[src/rtl/da_filter_pkg.sv]
// Shared definitions for the distributed-arithmetic filter datapath:
// default widths and the result-collector state encoding.
package da_filter_pkg;

    localparam int DA_WORD_WIDTH = 16;
    localparam int DA_ACC_WIDTH  = 24;
    localparam int DA_OUT_WIDTH  = 16;
    localparam int DA_FIFO_DEPTH = 4;

    typedef enum logic [1:0] {
        IDLE  = 2'd0,
        RUN   = 2'd1,
        DRAIN = 2'd2
    } da_state_t;

endpackage

[src/rtl/da_result_fifo.sv]
// Synchronous FIFO with power-of-two depth; a push into a full FIFO is
// accepted only when a pop happens on the same edge.
module da_result_fifo
    import da_filter_pkg::*;
#(
    parameter int WIDTH = DA_OUT_WIDTH,
    parameter int DEPTH = DA_FIFO_DEPTH
) (
    input  logic                       clk,
    input  logic                       rst_n,
    input  logic                       clr,
    input  logic                       push,
    input  logic                       pop,
    input  logic [WIDTH-1:0]           wr_data,
    output logic [WIDTH-1:0]           rd_data,
    output logic                       full,
    output logic                       empty,
    output logic [$clog2(DEPTH):0]     level
);

    localparam int AW = $clog2(DEPTH);

    logic [WIDTH-1:0] mem [DEPTH];
    logic [AW-1:0]    wr_ptr;
    logic [AW-1:0]    rd_ptr;
    logic [AW:0]      count;
    logic             do_push;
    logic             do_pop;

    assign empty   = (count == '0);
    assign full    = (count == (AW+1)'(DEPTH));
    assign do_pop  = pop && !empty;
    assign do_push = push && (!full || do_pop);
    assign level   = count;
    assign rd_data = mem[rd_ptr];

    always_ff @(posedge clk or negedge rst_n) begin
        if (!rst_n) begin
            wr_ptr <= '0;
            rd_ptr <= '0;
            count  <= '0;
        end else if (clr) begin
            wr_ptr <= '0;
            rd_ptr <= '0;
            count  <= '0;
        end else begin
            // Pointers are AW bits wide, so wrap-around modulo DEPTH is free.
            if (do_push) wr_ptr <= wr_ptr + AW'(1);
            if (do_pop)  rd_ptr <= rd_ptr + AW'(1);
            unique case ({do_push, do_pop})
                2'b10:   count <= count + (AW+1)'(1);
                2'b01:   count <= count - (AW+1)'(1);
                default: count <= count;
            endcase
        end
    end

    // NOTE: storage has no reset; stale entries are unreachable once the
    // pointers and count are cleared, and leaving it unreset keeps it RAM-mappable.
    always_ff @(posedge clk) begin
        if (do_push && !clr) mem[wr_ptr] <= wr_data;
    end

endmodule

[src/rtl/da_result_collector.sv]
// Collects DA accumulator results at sample boundaries, rounds/saturates
// them to the output width and buffers them behind a valid/ready port.
module da_result_collector
    import da_filter_pkg::*;
#(
    parameter int WORD_WIDTH = DA_WORD_WIDTH,
    parameter int ACC_WIDTH  = DA_ACC_WIDTH,
    parameter int OUT_WIDTH  = DA_OUT_WIDTH,
    parameter int FIFO_DEPTH = DA_FIFO_DEPTH
) (
    input  logic                          clk,
    input  logic                          rst_n,
    input  logic                          filter_en,
    input  logic                          ts,
    input  logic [ACC_WIDTH-1:0]          acc_in,
    input  logic                          clr,
    input  logic                          y_ready,
    output logic [OUT_WIDTH-1:0]          y_data,
    output logic                          y_valid,
    output logic                          overflow,
    output logic                          sat,
    output logic [$clog2(FIFO_DEPTH):0]   level,
    output logic                          busy
);

    localparam int SHIFT = ACC_WIDTH - OUT_WIDTH;

    if (SHIFT < 1 || WORD_WIDTH < 1 || FIFO_DEPTH < 2 ||
        (FIFO_DEPTH & (FIFO_DEPTH - 1)) != 0) begin : g_param_check
        $error("da_result_collector: illegal parameter combination");
    end

    localparam logic signed [ACC_WIDTH:0] ROUND   = (ACC_WIDTH+1)'(1) << (SHIFT - 1);
    localparam logic signed [ACC_WIDTH:0] OUT_MAX = (ACC_WIDTH+1)'((1 << (OUT_WIDTH - 1)) - 1);
    localparam logic signed [ACC_WIDTH:0] OUT_MIN = ~OUT_MAX;

    da_state_t state, state_nxt;

    logic signed [ACC_WIDTH:0] rounded;
    logic signed [ACC_WIDTH:0] shifted;
    logic [OUT_WIDTH-1:0]      scaled;
    logic                      scale_sat;
    logic                      capture;
    logic                      pop;
    logic                      fifo_full;
    logic                      fifo_empty;
    logic [OUT_WIDTH-1:0]      fifo_head;

    // One extra bit of headroom keeps the rounding add from wrapping.
    assign rounded = $signed({acc_in[ACC_WIDTH-1], acc_in}) + ROUND;
    assign shifted = rounded >>> SHIFT;

    // NOTE: every always_comb output gets a default first, so no path can
    // leave it unassigned and infer a latch.
    always_comb begin
        scaled    = shifted[OUT_WIDTH-1:0];
        scale_sat = 1'b0;
        if (shifted > OUT_MAX) begin
            scaled    = {1'b0, {(OUT_WIDTH-1){1'b1}}};
            scale_sat = 1'b1;
        end else if (shifted < OUT_MIN) begin
            scaled    = {1'b1, {(OUT_WIDTH-1){1'b0}}};
            scale_sat = 1'b1;
        end
    end

    assign capture = ts && filter_en && !clr;
    assign pop     = y_valid && y_ready;

    da_result_fifo #(
        .WIDTH (OUT_WIDTH),
        .DEPTH (FIFO_DEPTH)
    ) u_fifo (
        .clk     (clk),
        .rst_n   (rst_n),
        .clr     (clr),
        .push    (capture),
        .pop     (pop),
        .wr_data (scaled),
        .rd_data (fifo_head),
        .full    (fifo_full),
        .empty   (fifo_empty),
        .level   (level)
    );

    assign y_valid = !fifo_empty;
    assign y_data  = y_valid ? fifo_head : '0;
    assign busy    = (state != IDLE);

    // NOTE: sequential state uses non-blocking assignments so every register
    // samples the pre-edge values regardless of statement order.
    always_ff @(posedge clk or negedge rst_n) begin
        if (!rst_n) begin
            sat      <= 1'b0;
            overflow <= 1'b0;
        end else if (clr) begin
            sat      <= 1'b0;
            overflow <= 1'b0;
        end else begin
            if (capture && scale_sat)           sat      <= 1'b1;
            if (capture && fifo_full && !pop)   overflow <= 1'b1;
        end
    end

    always_ff @(posedge clk or negedge rst_n) begin
        if (!rst_n) state <= IDLE;
        else        state <= state_nxt;
    end

    always_comb begin
        state_nxt = state;
        unique case (state)
            IDLE: begin
                if (filter_en) state_nxt = RUN;
            end
            RUN: begin
                if (!filter_en) state_nxt = (level != '0) ? DRAIN : IDLE;
            end
            DRAIN: begin
                if (filter_en)                   state_nxt = RUN;
                else if (level == '0 || clr)     state_nxt = IDLE;
            end
            default: state_nxt = IDLE;
        endcase
    end

endmodule

[config.mk]
export PLATFORM = sky130hd
export DESIGN_NAME = da_result_collector
export DESIGN_NICKNAME = d
export VERILOG_FILES = /design/src/rtl/da_filter_pkg.sv /design/src/rtl/da_result_fifo.sv /design/src/rtl/da_result_collector.sv
export SDC_FILE = /design/constraint.sdc
export NUM_CORES = 1
export LEC_CHECK = 0
export ABC_AREA = 1
export BUFFER_PORTS_ARGS = -buffer_cell sky130_fd_sc_hd__buf_2
export CORE_ASPECT_RATIO = 1.1
export CORE_MARGIN = 1
export CORE_UTILIZATION = 51
export DETAILED_ROUTE_END_ITERATION = 16
export GPL_ROUTABILITY_DRIVEN = 0
export GPL_TIMING_DRIVEN = 0
export HOLD_SLACK_MARGIN = 0.05
export PLACE_DENSITY_LB_ADDON = 0.25
export SYNTH_ARGS = -nofsm -noshare
export SYNTH_HDL_FRONTEND = slang
export SYNTH_SLANG_ARGS = --single-unit
[constraint.sdc]
create_clock -name clk -period 1.77 [get_ports clk]
set_input_delay 0.0885 -clock clk [delete_from_list [all_inputs] [get_ports clk]]
set_output_delay 0.0885 -clock clk [all_outputs]
set_load 0.05 [all_outputs]
# Word level (Yosys, flattened, before mapping)
# Memories as Yosys holds them, arrays and structs flattened.
# Cells that the tools add are included.
# word_totals
inputBits	30
memories	1
ram_bits	64
ff_bits	11
# mem_list
memory	depth	width	read_ports	rd_ports_with_merged_regs	wr	line	rtl
u_fifo.mem	4	16	1	0	1	da_result_fifo.sv:23	logic [WIDTH-1:0] mem [DEPTH];
# classes
reduce_logical	25
mux	23
n_eq_ne	8
addsub	5
magnitude_cmp	2
# ops
operator	n
2-to-1 mux 16 bit	3
adder 24 x 9 -> 25 bit (second input constant)	1
2-to-1 mux 2 bit	9
greater-than comparator 17 x 16 -> 1 bit (second input constant)	1
< comparator 17 x 16 -> 1 bit (second input constant)	1
nonzero test 2 bit	5
logical AND 1 bit	9
2-to-1 mux 1 bit	8
one-hot mux 2 bit (3 select lines)	1
one-hot mux 3 bit (2 select lines)	1
nonzero test 3 bit	2
adder 2 x 1 -> 2 bit (second input constant)	2
== test 2 x 1 -> 1 bit (second input constant)	2
== test 2 bit (second input constant)	2
zero test 1 bit	4
inequality test 2 bit (second input constant)	2
adder 3 x 1 -> 3 bit (second input constant)	1
== test 3 bit (second input constant)	1
zero test 3 bit	1
2-to-1 mux 3 bit	1
inequality test 3 bit (second input constant)	1
AND reduction 3 bit	1
subtractor 3 x 1 -> 3 bit (second input constant)	1
zero test 2 bit	1
logical OR 1 bit	2

# Depth between registers and ports, before layout
# Gate-level depths: netlist of run 1.
# depth
ltp_word	9
depth_mapped	11
depth_no_buf	11

# By module
# A second synthesis of run 1 with hierarchy kept.
# hier_totals
cells_unflattened	378
area_unflattened_um2	3732.3
# by_module_without_submodules
module	cells_each	area_each_um2	n_inst	seq_area_each_um2
da_result_fifo	222	2906.5	1	2097.0
da_result_collector	156	825.8	1	100.1

# Worst setup path after synthesis of run 1
# Ideal clock, no wire load.
# synth_path
path_kind	reg-to-output
from	reg u_fifo.count[0] (netlist: u_fifo.level[0])
to	out y_data[10]
path_slack_ns	-0.562
arrival_ns	2.243
path_stages_with_launch	6
n_path_buf	1
path_cell_list	dfrtp_1 > nor2_1 > nand2_2 > inv_1 > clkbuf_1 > a21oi_1
# synth_between
elab_chain_cells	2
# synth_lines
item	line	rtl
start, declared	da_result_fifo.sv:26	logic [AW:0] count;
start signal, assigned	da_result_fifo.sv:51	2'b10: count <= count + (AW+1)'(1);
start signal, assigned	da_result_fifo.sv:52	2'b01: count <= count - (AW+1)'(1);
start signal, assigned	da_result_fifo.sv:53	default: count <= count;
zero test 3 bit	da_result_fifo.sv:30	assign empty = (count == '0);
2-to-1 mux 16 bit	da_result_collector.sv:87	assign y_data = y_valid ? fifo_head : '0;
end, declared	da_result_collector.sv:18	output logic [OUT_WIDTH-1:0] y_data,
# No other way between the ends.

# Final worst setup path of run 1
# layout_path
from	reg u_fifo.rd_ptr[0]
to	out y_data[13]
# layout_between
elab_chain_cells	2
# layout_lines
item	line	rtl
start, declared	da_result_fifo.sv:25	logic [AW-1:0] rd_ptr;
start signal, assigned	da_result_fifo.sv:49	if (do_pop) rd_ptr <= rd_ptr + AW'(1);
memory read (4 x 16 bit)	n/a	
2-to-1 mux 16 bit	da_result_collector.sv:87	
# No other way between the ends.

==> results.txt, run 1 <==
----------------------------------------------------
[Timing]
  Final count of pins violating max slew ... 0
  Top achievable clock speed ... 565 MHz
  Slew at the pin with the worst max-slew slack ... 616 ps
  Final number of setup-violating endpoints ... 0
  Worst-case headroom to the max-slew limit ... 58.5%
  Final hold violation count ... 0
  Time the worst path needs with I/O delays and setup ... 1770 ps
  RSZ-0062 raised after global routing ... yes
  Worst setup skew after layout ... 12.7 ps
  Worst hold slack ... 63.9 ps
  Final clock period utilization by the worst path ... 99.9%

[Setup path]
  Delay contributed by the slowest stage of the critical path ... 430 ps
  Critical path peak fanout ... 6
  Kind of critical path ... reg2out
  Reg-to-reg setup timing slack ... 30 ps
  Required arrival time at the worst endpoint ... 1680 ps
  Cell repeated most along the worst path ... buf_8
  Critical register-to-register path startpoint ... u_fifo.level[2]$_DFFE_PN0P_
  Kind of start point of the critical path ... flip-flop
  Number of cells traversed by the worst register-to-register path ... 6
  List of cells traversed by the critical path ... buf_8 > clkbuf_16 > nor2_1 > nor2_2 > o21ai_2 > a21oi_4 > buf_8
  Arrival time worst endpoint ... 1680 ps
  CP Capture Type ... output port
  Highest-delay cell along the critical path ... dfrtp_2
  Capture instance of the worst register-to-register path ... u_fifo.mem[3][13]$_DFFE_PP_

[Global routing]
  Vias in the first global route ... 2624
  First-pass GRT wire length ... 13.0 mm
  Initial antenna violation count ... 0
  GRT Total Usage ... 24.1%
  Pin count of the biggest net entering global routing ... 17
  Remaining global-route overflow ... 0

[Clock tree]
  H-Tree Level Count ... 3
  Clock transition at path regs ... 80 ps
  CTS Root Cell ... clkbuf_8
  Bufs on Longest Clock Path ... 2
  CTS sink count ... 75
  Worst-Skew Late Latency ... 340 ps
  Total CTS buffers ... 9
  CTS tree ... yes

[Detailed routing]
  Drt first pass iters ... 5
  Via/cell ratio ... 5.29
  Number of nets with antenna violations after routing ... 0
  Aggregate routed wire length ... 8.60 mm
  First-iteration detailed-routing DRC count ... 205
  Detailed-route DRC error count ... 0
  Vias after detailed routing ... 2777
  Mean routed wirelength per cell ... 16.4 µm

[Layout]
  Count of filler cells inserted in the layout ... 496
  Share of post-route cells with drive strength above 1 ... 38.4%
  Diode insertion count for antenna repair ... 0
  Final-stage net count ... 471
  Layout Cell Area excl Fill ... 0.00495 mm²
  Most frequent cells in the layout ... 65 x nor2_1, 64 x edfxtp_1, 29 x nand2_1, 29 x buf_2
  Leading cell type in the layout, fill and taps excluded ... nor2_1
  Area grow syn2layout ... 35.3%

[Logic synthesis]
  Netlist Area Pre-Place ... 0.00366 mm²
  Synthesized instance count ... 357
  Register area share after synthesis ... 60.1%
  Syn_area_per_cell ... 10.2 µm²
  Distinct cell type count of the synthesized netlist ... 30
  Area fraction of the dominant cell type after synthesis ... 52.5%
  #FFs+latches synth ... 75
  Post-synth net total ... 393
  Number of warnings printed during yosys synthesis ... 0
  Cell taking the most area after synthesis ... edfxtp_1
  Synth area leaders ... edfxtp_1 53%, nor2_1 8.1%, dfrtp_1 7.5%, o21ai_0 5.6%, nand2_1 3.1%

[Hold path]
  Min-Delay Startpoint ... clr
  Worst Hold Depth ... 4
  Endpoint of the worst hold path ... overflow$_DFFE_PN0P_
  Min-Delay Path Class ... in2reg

[Floorplanning]
  Core Footprint ... 0.00697 mm²
  Overall die area ... 0.00752 mm²
  Initial Util ... 52.5%
  Die Y-Extent ... 90.8 µm
  Top-level I/O count ... 53
  Site Rows ... 32
  Die width ... 82.8 µm

[Run status]
  Run status ... finished clean

[Pwr]
  Leakage power of the design ... 1.90 nW
  Pwr dens ... 1330 mW/mm²
  Maximum ir drop on the vdd rail ... 0.00107 V

[Run]
  Max Cap Violations ... 0

[Placement]
  Cell area reported after detailed placement ... 0.00417 mm²
  IO Port Bufs ... 45
  Dpl hpwl ... 5.53 mm

----------------------------------------------------
-- synthesized netlist by cell type --
library cell	instances
nor2_1	79
edfxtp_1	64
o21ai_0	41
nand2_1	30
inv_1	20
a21oi_1	19
nand3_1	18
nand2_2	15
dfrtp_1	11
xor2_1	9
clkbuf_1	7
nor2_4	6
buf_2	5
ha_1	5
nand2_4	4
xnor2_1	4
clkinv_1	2
nand3b_1	2
nand4_1	2
nor2_2	2
o21ai_1	2
o21ai_2	2
a21boi_0	1
buf_12	1
fa_1	1
inv_2	1
nor3_1	1
o21a_1	1
o21bai_1	1
or2_2	1
-- power by group --
part           switching (mW)  leakage, nW  internal [mW]
logic                    2.12         1.12           1.25
registers              0.0608        0.713           2.01
clock network           0.651       0.0759          0.513
-- stage by stage --
stage | TNS (ps) | setup WS (ps) | power (mW) | util [%] | cells
floorplan | -4760 | -135 | 4.07 | - | 357
global placement | -12620 | -338 | 4.59 | 59.8 | 487
detailed placement | -15580 | -396 | 4.63 | 59.8 | 487
CTS | 0 | 11.4 | 6.15 | 67.2 | 517
global route | -4680 | -94.8 | 6.90 | 71.1 | 525
finish | 0 | 1.10 | 6.60 | 71.1 | 525
-- sequential cells by signal (all words and copies together), names as in the netlist --
name	count
u_fifo.rd_ptr	2
u_fifo.mem	64
state	2
u_fifo.wr_ptr	2
u_fifo.level	3
overflow	1
sat	1
-- timing repair --
item / CTS / global route
endpoints found under the setup margin: 81 / 81
pin swaps: 5 / 10
hold buffers: 4 / 0
buffers inserted: 10 / 3
hold endpoints to repair: 14 / 0
cloned: 0 / 5
gates resized for setup: 69 / 55
-- area by class of cell --
cell class	instances	area (µm²)	share of cell area [%]
clock inverters	7	51.3	1.04
multi-input cells	246	1550	31.3
plain buffers	13	186	3.77
clock buffers	9	124	2.50
inverters	23	110	2.22
repair buffers	67	621	12.5
well taps	85	106	2.15
flip-flops and latches	75	2200	44.5
-- critical path: cells and delay by family (launching register included) --
kind	cells	cell delay, ps
simple gates	2	150
compound gates	2	270
flops	1	430
buf+inv	3	490
-- metal layers --
metal / part of all wire, % / vias to the layer above / GRT usage [%]
met5: 0 / - / 0
met4: 1.5 / 0 / 8.76
met3: 5.2 / 12 / 3.43
met2: 52 / 101 / 39.7
met1: 41 / 1299 / 31.9
li1: - / 1365 / -
-- logic make-up (layout without fill, tap and decap cells) --
| group | count (synthesis) | after routing | share of synthesized area [%] |
|---|---|---|---|
| buffers and inverters | 36 | 119 | 4.31 |
| adder cells (fa/ha/maj) | 6 | 6 | 2.26 |
| AND/OR/NAND/NOR | 160 | 160 | 20.7 |
| XOR/XNOR | 13 | 13 | 3.11 |
| flip-flops | 75 | 75 | 60.1 |
| AO/OA/AOI/OAI | 67 | 67 | 9.58 |
-- worst max-delay path by stage --
stage / start / end / slack, ps
3_5_place_dp: u_fifo.level[2]$_DFFE_PN0P_ / u_fifo.mem[3][3]$_DFFE_PP_ / -400
6_report: u_fifo.rd_ptr[0]$_DFFE_PN0P_ / y_data[13] / 1
2_1_floorplan: u_fifo.level[0]$_DFFE_PN0P_ / u_fifo.level[2]$_DFFE_PN0P_ / -130
5_1_grt: u_fifo.level[2]$_DFFE_PN0P_ / u_fifo.mem[3][14]$_DFFE_PP_ / -90
4_1_cts: u_fifo.rd_ptr[0]$_DFFE_PN0P_ / y_data[15] / 10
3_3_place_gp: u_fifo.level[2]$_DFFE_PN0P_ / u_fifo.mem[3][2]$_DFFE_PP_ / -340
Note: power is estimated with default switching activity, not from simulation.
==> inputs of run 2 (changes only) <==
--- a/config.mk
+++ b/config.mk
@@ -10,5 +10,5 @@
 export CORE_ASPECT_RATIO = 1.1
 export CORE_MARGIN = 1
-export CORE_UTILIZATION = 51
+export CORE_UTILIZATION = 52
 export DETAILED_ROUTE_END_ITERATION = 16
 export GPL_ROUTABILITY_DRIVEN = 0
@@ -18,3 +18,4 @@
 export SYNTH_ARGS = -nofsm -noshare
 export SYNTH_HDL_FRONTEND = slang
+export SYNTH_HIERARCHICAL = 1
 export SYNTH_SLANG_ARGS = --single-unit
==> constraint.sdc (replaced) <==
create_clock -name clk -period 1.77 [get_ports clk]
set_input_delay 0.0885 -clock clk [delete_from_list [all_inputs] [get_ports clk]]
set_output_delay 0.0885 -clock clk [all_outputs]
set_load 0.1 [all_outputs]
==> results.txt, run 2 <==
----------------------------------------------------
[Run status]
  Run status ... finished, violations left
  Violations in the final reports ... negative setup slack

[Setup path]
  CP Capture Type ... flip-flop
  Required arrival time at the worst endpoint ... 2010 ps (+330 ps)
  Arrival time worst endpoint ... 2350 ps (+670 ps)
  Kind of start point of the critical path ... flip-flop
  Critical register-to-register path startpoint ... u_fifo/level[1]$_DFFE_PN0P_
  Timing startpoint of the critical path ... u_fifo/level[1]$_DFFE_PN0P_
  Critical path peak fanout ... 3 (-3)
  Kind of critical path ... reg2reg

[Clock tree]
  CTS Root Cell ... clkbuf_8
  Worst-Skew Late Latency ... 340 ps (about the same)
  Clock transition at path regs ... 90 ps (about the same)
  Total CTS buffers ... 9 (unchanged)
  H-Tree Level Count ... 3 (unchanged)
  CTS sink count ... 75 (unchanged)
  Bufs on Longest Clock Path ... 2 (unchanged)
  CTS tree ... yes

[Timing]
  Worst hold slack ... 111 ps (+47.4 ps)
  RSZ-0062 raised after global routing ... yes
  Time the worst path needs with I/O delays and setup ... 2110 ps (+341 ps)
  Final count of pins violating max slew ... 0 (unchanged)
  Least setup slack across all paths after layout ... -340 ps (-341 ps)
  Final clock period utilization by the worst path ... 119% (+19 points)
  Final hold violation count ... 0 (unchanged)
  Top achievable clock speed ... 474 MHz (-16%)
  Worst setup skew after layout ... 16.0 ps (+3.29 ps)
  Slew at the pin with the worst max-slew slack ... 486 ps (-130 ps)
  Final number of setup-violating endpoints ... 85 (+85)
  Worst-case headroom to the max-slew limit ... 67.8% (+9.3 points)

[Layout]
  Leading cell type in the layout, fill and taps excluded ... edfxtp_1
  Fin cells ... 567 (+8.0%)
  Area grow syn2layout ... 46.7%
  Max FFs per register ... 64 (unchanged)
  Count of filler cells inserted in the layout ... 370 (-25%)
  Final-stage net count ... 514 (+9.1%)
  Register with the most flip-flops ... u_fifo/mem
  Most frequent cells in the layout ... 64 x edfxtp_1, 51 x nand2_1, 39 x nor2_1
  Diode insertion count for antenna repair ... 0 (unchanged)
  Share of post-route cells with drive strength above 1 ... 43.4% (+5.0 points)

[Detailed routing]
  First-iteration detailed-routing DRC count ... 355 (+73%)
  Detailed-route DRC error count ... 0 (unchanged)
  Mean routed wirelength per cell ... 20.4 µm (+25%)
  Vias after detailed routing ... 3315 (+19%)
  Via/cell ratio ... 5.85 (+11%)
  Drt first pass iters ... 4 (-1)
  Number of nets with antenna violations after routing ... 0 (unchanged)
  Aggregate routed wire length ... 11.6 mm (+35%)

[Logic synthesis]
  Area fraction of the dominant cell type after synthesis ... 51.5% (-1.0 points)
  Number of warnings printed during yosys synthesis ... 6 (+6)
  Post-synth net total ... 414 (+5.3%)
  Most common library cells after synthesis ... 64 x edfxtp_1, 61 x nor2_1, 52 x nand2_1, 43 x inv_1, 26 x o21ai_0
  Cell with the most instances after synthesis ... edfxtp_1
  Most common flop cell mapped by yosys ... edfxtp_1
  Ys async rst share ... 14.7% (unchanged)
  Cell taking the most area after synthesis ... edfxtp_1
  Netlist Area Pre-Place ... 0.00373 mm² (+2.0%)
  Register area share after synthesis ... 58.9% (-1.2 points)
  #FFs+latches synth ... 75 (unchanged)
  Synthesized instance count ... 378 (+5.9%)
  Syn_area_per_cell ... 9.87 µm² (-3.6%)
  Distinct cell type count of the synthesized netlist ... 31 (+3.3%)
  Synth area leaders ... edfxtp_1 51%, dfrtp_1 7.4%, nor2_1 6.1%, nand2_1 5.2%, inv_1 4.3%
  Count of flip-flops with a built-in enable after synthesis ... 64 (unchanged)

[Floorplanning]
  Core Footprint ... 0.00697 mm² (unchanged)
  Die Y-Extent ... 90.9 µm (about the same)
  Overall die area ... 0.00752 mm² (about the same)
  Initial Util ... 53.6% (+1.1 points)
  Site Rows ... 32 (unchanged)
  Top-level I/O count ... 53 (unchanged)
  Die width ... 82.8 µm (about the same)

[Placement]
  IO Port Bufs ... 45 (unchanged)
  Dpl hpwl ... 5.34 mm (-3.6%)
  Number of instances in the placed design ... 508 (+4.3%)

[Pwr]
  Pwr dens ... 1560 mW/mm² (+17%)
  Leakage power of the design ... 2.27 nW (+19%)
  Maximum ir drop on the vdd rail ... 0.00186 V (+75%)

[Global routing]
  Pin count of the biggest net entering global routing ... 17 (unchanged)
  Remaining global-route overflow ... 0 (unchanged)
  Initial antenna violation count ... 0 (unchanged)
  First-pass GRT wire length ... 15.3 mm (+17%)
  Vias in the first global route ... 3048 (+16%)
  GRT Total Usage ... 28.2% (+4.1 points)

[Hold path]
  Min-Delay Path Class ... in2reg
  Min-Delay Startpoint ... clr

[Run]
  Max Cap Violations ... 0 (unchanged)

----------------------------------------------------
==> run 2: cell count changes in the layout (fill, tap and decap cells not counted), sizes merged, moves of 5 or more <==
| cell | previous run | this run |
|---|---|---|
| nand2 | 49 | 64 |
| o22ai | 0 | 16 |
| nor2 | 87 | 70 |
| inv | 22 | 48 |
| a21oi | 19 | 6 |
| buf | 68 | 96 |
| clkbuf | 17 | 12 |
==> run 2: where the power goes <==
part,switching [mW],internal [mW]
Combinational,3.16,1.88
Sequential,0.0597,2.00
Clock,0.654,0.791
Total,3.88,4.67
==> run 2: area by class of cell <==
class,count,area (µm²),share of cell area [%]
buffer,10,141,2.58
clock buffer,9,124,2.26
clock inverter,6,90.1,1.64
inverter,50,219,4.00
multi-input combinational,240,1550,28.4
sequential,75,2210,40.4
tap,85,106,1.94
timing repair buffer,92,1030,18.8
==> run 2: worst paths after layout <==
| kind | endpoint | cells after the start | slack [ps] |
|---|---|---|---|
| worst max-delay path | u_fifo/level[2]$_DFFE_PN0P_ | 15 | -340 |
| worst min-delay path | overflow$_DFFE_PN0P_ | 3 | 110 |
| worst max register to register | u_fifo/level[2]$_DFFE_PN0P_ | 15 | -340 |
| worst min register to register | state[0]$_DFFE_PN0P_ | 1 | 460 |
| max in group asynchronous | u_fifo/level[2]$_DFFE_PN0P_ | 2 | 1370 |
| min in group asynchronous | sat$_DFFE_PN0P_ | 2 | 150 |
==> run 2: critical path, cell delays in order (launching register included) <==
cell	delay, ps
dfrtp_4	500
nor2_4	150
nand2_4	90
inv_8	60
clkinvlp_4	80
nand2_4	70
inv_4	50
nand3_4	70
inv_2	40
fa_2	350
xnor2_2	180
inv_1	70
nand2_1	80
nand2_1	70
nand3_1	90
nand2_1	50
==> run 2: stage by stage <==
stage | util (%) | area (µm²) | worst slack [ps] | power, mW | setup TNS [ps]
floorplan | - | 3850 | -1010 | 4.66 | -63270
global placement | 60.0 | 4180 | -523 | 5.15 | -36640
detailed placement | 60.0 | 4180 | -533 | 5.18 | -37310
CTS | 73.8 | 5140 | -216 | 7.90 | -3260
global route | 78.6 | 5480 | -408 | 8.78 | -16980
finish | 78.6 | 5480 | -340 | 8.54 | -11520
==> run 2: per-layer routing <==
| layer | global-route usage, % | share of wire [%] | vias up |
|---|---|---|---|
| li1 | - | - | 1468 |
| met1 | 35.2 | 38 | 1625 |
| met2 | 46.9 | 52 | 187 |
| met3 | 4.24 | 6.6 | 35 |
| met4 | 13.4 | 4.0 | 0 |
| met5 | 0 | 0 | - |
==> run 2: logic make-up after synthesis <==
group	synth area share, %
adders and majority gates	2.21
and+or+nand+nor	20.0
xor gates and xnor gates	2.11
DFF	58.9
buffers and inverters	7.04
AOI/OAI and AO/OA	9.79
==> run 2: timing repair <==
item,in CTS,in global routing
setup endpoints to repair,83,82
gates resized for setup,110,70
setup buffers,24,20
hold buffers,3,0
cloned,5,1
endpoints found under the hold margin,13,0
pin swaps,23,31
==> inputs of run 3 (changes only) <==
- CORE_UTILIZATION: 52 -> 51
- SKIP_CTS_REPAIR_TIMING: not set -> 1
- SYNTH_HIERARCHICAL: 1 -> not set
==> results.txt, run 3 (synthesis results as in run 1) <==
----------------------------------------------------
[Global routing]
  GRT Total Usage ... 23.3% (-4.9 points)
  First-pass GRT wire length ... 12.5 mm (-18%)
  Initial antenna violation count ... 0 (unchanged)
  Vias in the first global route ... 2608 (-14%)
  Pin count of the biggest net entering global routing ... 17 (unchanged)
  Remaining global-route overflow ... 0 (unchanged)

[Placement]
  IO Port Bufs ... 45 (unchanged)
  Dpl hpwl ... 5.51 mm (+3.2%)
  Cell area reported after detailed placement ... 0.00423 mm² (+1.2%)
  Worst slack after detailed placement ... -302 ps (+231 ps)

[Pwr]
  Combinational Power Share ... 57.9% (-1.1 points)
  Maximum ir drop on the vdd rail ... 0.00179 V (-4.1%)
  Internal ... 4.66 mW (-0.24%)
  Clk network pwr share ... 18.0% (+1.1 points)
  Leakage power of the design ... 1.96 nW (-13%)
  Final Total Pwr ... 8.67 mW (+1.5%)
  Pwr dens ... 1680 mW/mm² (+7.4%)
  Register share of total power ... 24.2% (about the same)
  Switching share of power ... 46.3% (+0.93 points)
  Psw ... 4.02 mW (+3.6%)

[Timing]
  RSZ-0062 raised after global routing ... yes
  Final count of pins violating max slew ... 0 (unchanged)
  Final clock period utilization by the worst path ... 113% (-6.1 points)
  Final number of setup-violating endpoints ... 16 (-81%)
  Top achievable clock speed ... 500 MHz (+5.4%)
  Final hold violation count ... 0 (unchanged)
  Least setup slack across all paths after layout ... -232 ps (+108 ps)
  Time the worst path needs with I/O delays and setup ... 2000 ps (-108 ps)
  Worst-case headroom to the max-slew limit ... 50.9% (-17 points)
  Slew at the pin with the worst max-slew slack ... 729 ps (+243 ps)
  Worst setup skew after layout ... 11.6 ps (-4.34 ps)

[Layout]
  Share of post-route cells with drive strength above 1 ... 40.7% (-2.6 points)
  Final core utilization ... 74.3% (-4.3 points)
  Multi-input gate area ... 0.00166 mm² (+6.5%)
  Max FFs per register ... 64 (unchanged)
  Area grow syn2layout ... 41.5%
  Diode insertion count for antenna repair ... 0 (unchanged)
  Count of filler cells inserted in the layout ... 444 (+20%)
  Leading cell type in the layout, fill and taps excluded ... edfxtp_1
  Most frequent cells in the layout ... 64 x edfxtp_1, 60 x nor2_1, 29 x buf_2
  Layout Cell Area excl Fill ... 0.00518 mm² (-5.5%)
  Final-stage net count ... 468 (-8.9%)
  Sequential standard cell area ... 0.00221 mm² (-0.11%)
  Register with the most flip-flops ... u_fifo.mem

[Floorplanning]
  Die Y-Extent ... 90.8 µm (about the same)
  Core Footprint ... 0.00697 mm² (unchanged)
  Die width ... 82.8 µm (about the same)
  Initial Util ... 52.5% (-1.1 points)
  Overall die area ... 0.00752 mm² (about the same)
  Top-level I/O count ... 53 (unchanged)
  Site Rows ... 32 (unchanged)

[Clock tree]
  H-Tree Level Count ... 3 (unchanged)
  Bufs on Longest Clock Path ... 2 (unchanged)
  Clock transition at path regs ... 80 ps (about the same)
  Total CTS buffers ... 9 (unchanged)
  CTS sink count ... 75 (unchanged)
  CTS Root Cell ... clkbuf_8
  CTS tree ... yes
  Worst-Skew Late Latency ... 350 ps (about the same)

[Setup path]
  Arrival time worst endpoint ... 2270 ps (-80 ps)
  Kind of start point of the critical path ... flip-flop
  Critical path peak fanout ... 5 (+2)
  CP Capture Type ... flip-flop
  Kind of critical path ... reg2reg
  Required arrival time at the worst endpoint ... 2040 ps (+30 ps)

[Run status]
  Run status ... finished, violations left
  Violations in the final reports ... negative setup slack

[Detailed routing]
  Vias after detailed routing ... 2869 (-13%)
  Number of nets with antenna violations after routing ... 0 (unchanged)
  Via/cell ratio ... 5.50 (-6.0%)
  Drt first pass iters ... 5 (+1)
  First-iteration detailed-routing DRC count ... 184 (-48%)
  Aggregate routed wire length ... 8.89 mm (-23%)
  Detailed-route DRC error count ... 0 (unchanged)
  Mean routed wirelength per cell ... 17.0 µm (-17%)

[Run]
  Max Cap Violations ... 0 (unchanged)

[Hold path]
  Min-Delay Path Class ... in2reg

----------------------------------------------------
[run 3: through the flow]
step	setup TNS, ps	hold slack (ps)	cells
floorplan	-4620	-207	357
global placement	-7260	-28.1	487
detailed placement	-8280	-22.9	487
CTS	-15510	-406	503
global route	-2230	62.8	522
finish	-1100	39.2	522
[run 3: power by group through the flow]
stage	sequential [mW]	combinational (mW)	clock (mW)
2_1_floorplan	2.34	2.86	0
3_3_place_gp	2.12	3.60	0
3_5_place_dp	2.13	3.65	0
4_1_cts	2.09	3.66	1.57
5_1_grt	2.10	5.19	1.66
6_report	2.09	5.02	1.56
[run 3: critical path: stages, from the launching register on]
cell	delay, ps
dfrtp_4	510
nor2_4	190
nand2_8	90
nand2_4	80
nor2_4	50
fa_2	360
xor2_1	240
xor2_1	190
nand3_1	90
o21ai_1	120
[run 3: path summary, 6_finish.rpt]
check                                            start  slack (ps)  depth (start not counted)                     endpoint
max                        u_fifo.level[0]$_DFFE_PN0P_        -230                          9  u_fifo.level[2]$_DFFE_PN0P_
min                                                 ts          40                          3         overflow$_DFFE_PN0P_
max reg2reg                u_fifo.level[0]$_DFFE_PN0P_        -230                          9  u_fifo.level[2]$_DFFE_PN0P_
min reg2reg                       overflow$_DFFE_PN0P_         480                          2         overflow$_DFFE_PN0P_
max in group asynchronous                        rst_n        1400                          2  u_fifo.level[1]$_DFFE_PN0P_
min in group asynchronous                        rst_n         140                          2  u_fifo.level[0]$_DFFE_PN0P_
[run 3: metal layers]
layer | share of wire, % | track usage, %
met1 | 39 | 29.0
met3 | 6.1 | 4.95
met4 | 2.3 | 8.19
met2 | 52 | 39.3
met5 | 0 | 0
[run 3: final cells by class]
| cell class | count | area share [%] |
|---|---|---|
| clock inverters | 6 | 2.18 |
| plain buffers | 13 | 3.24 |
| clock buffers | 10 | 2.47 |
| repair buffers | 64 | 13.6 |
| inverters | 23 | 1.86 |
| multi-input cells | 246 | 32.0 |
| flip-flops and latches | 75 | 42.7 |
| well taps | 85 | 2.05 |
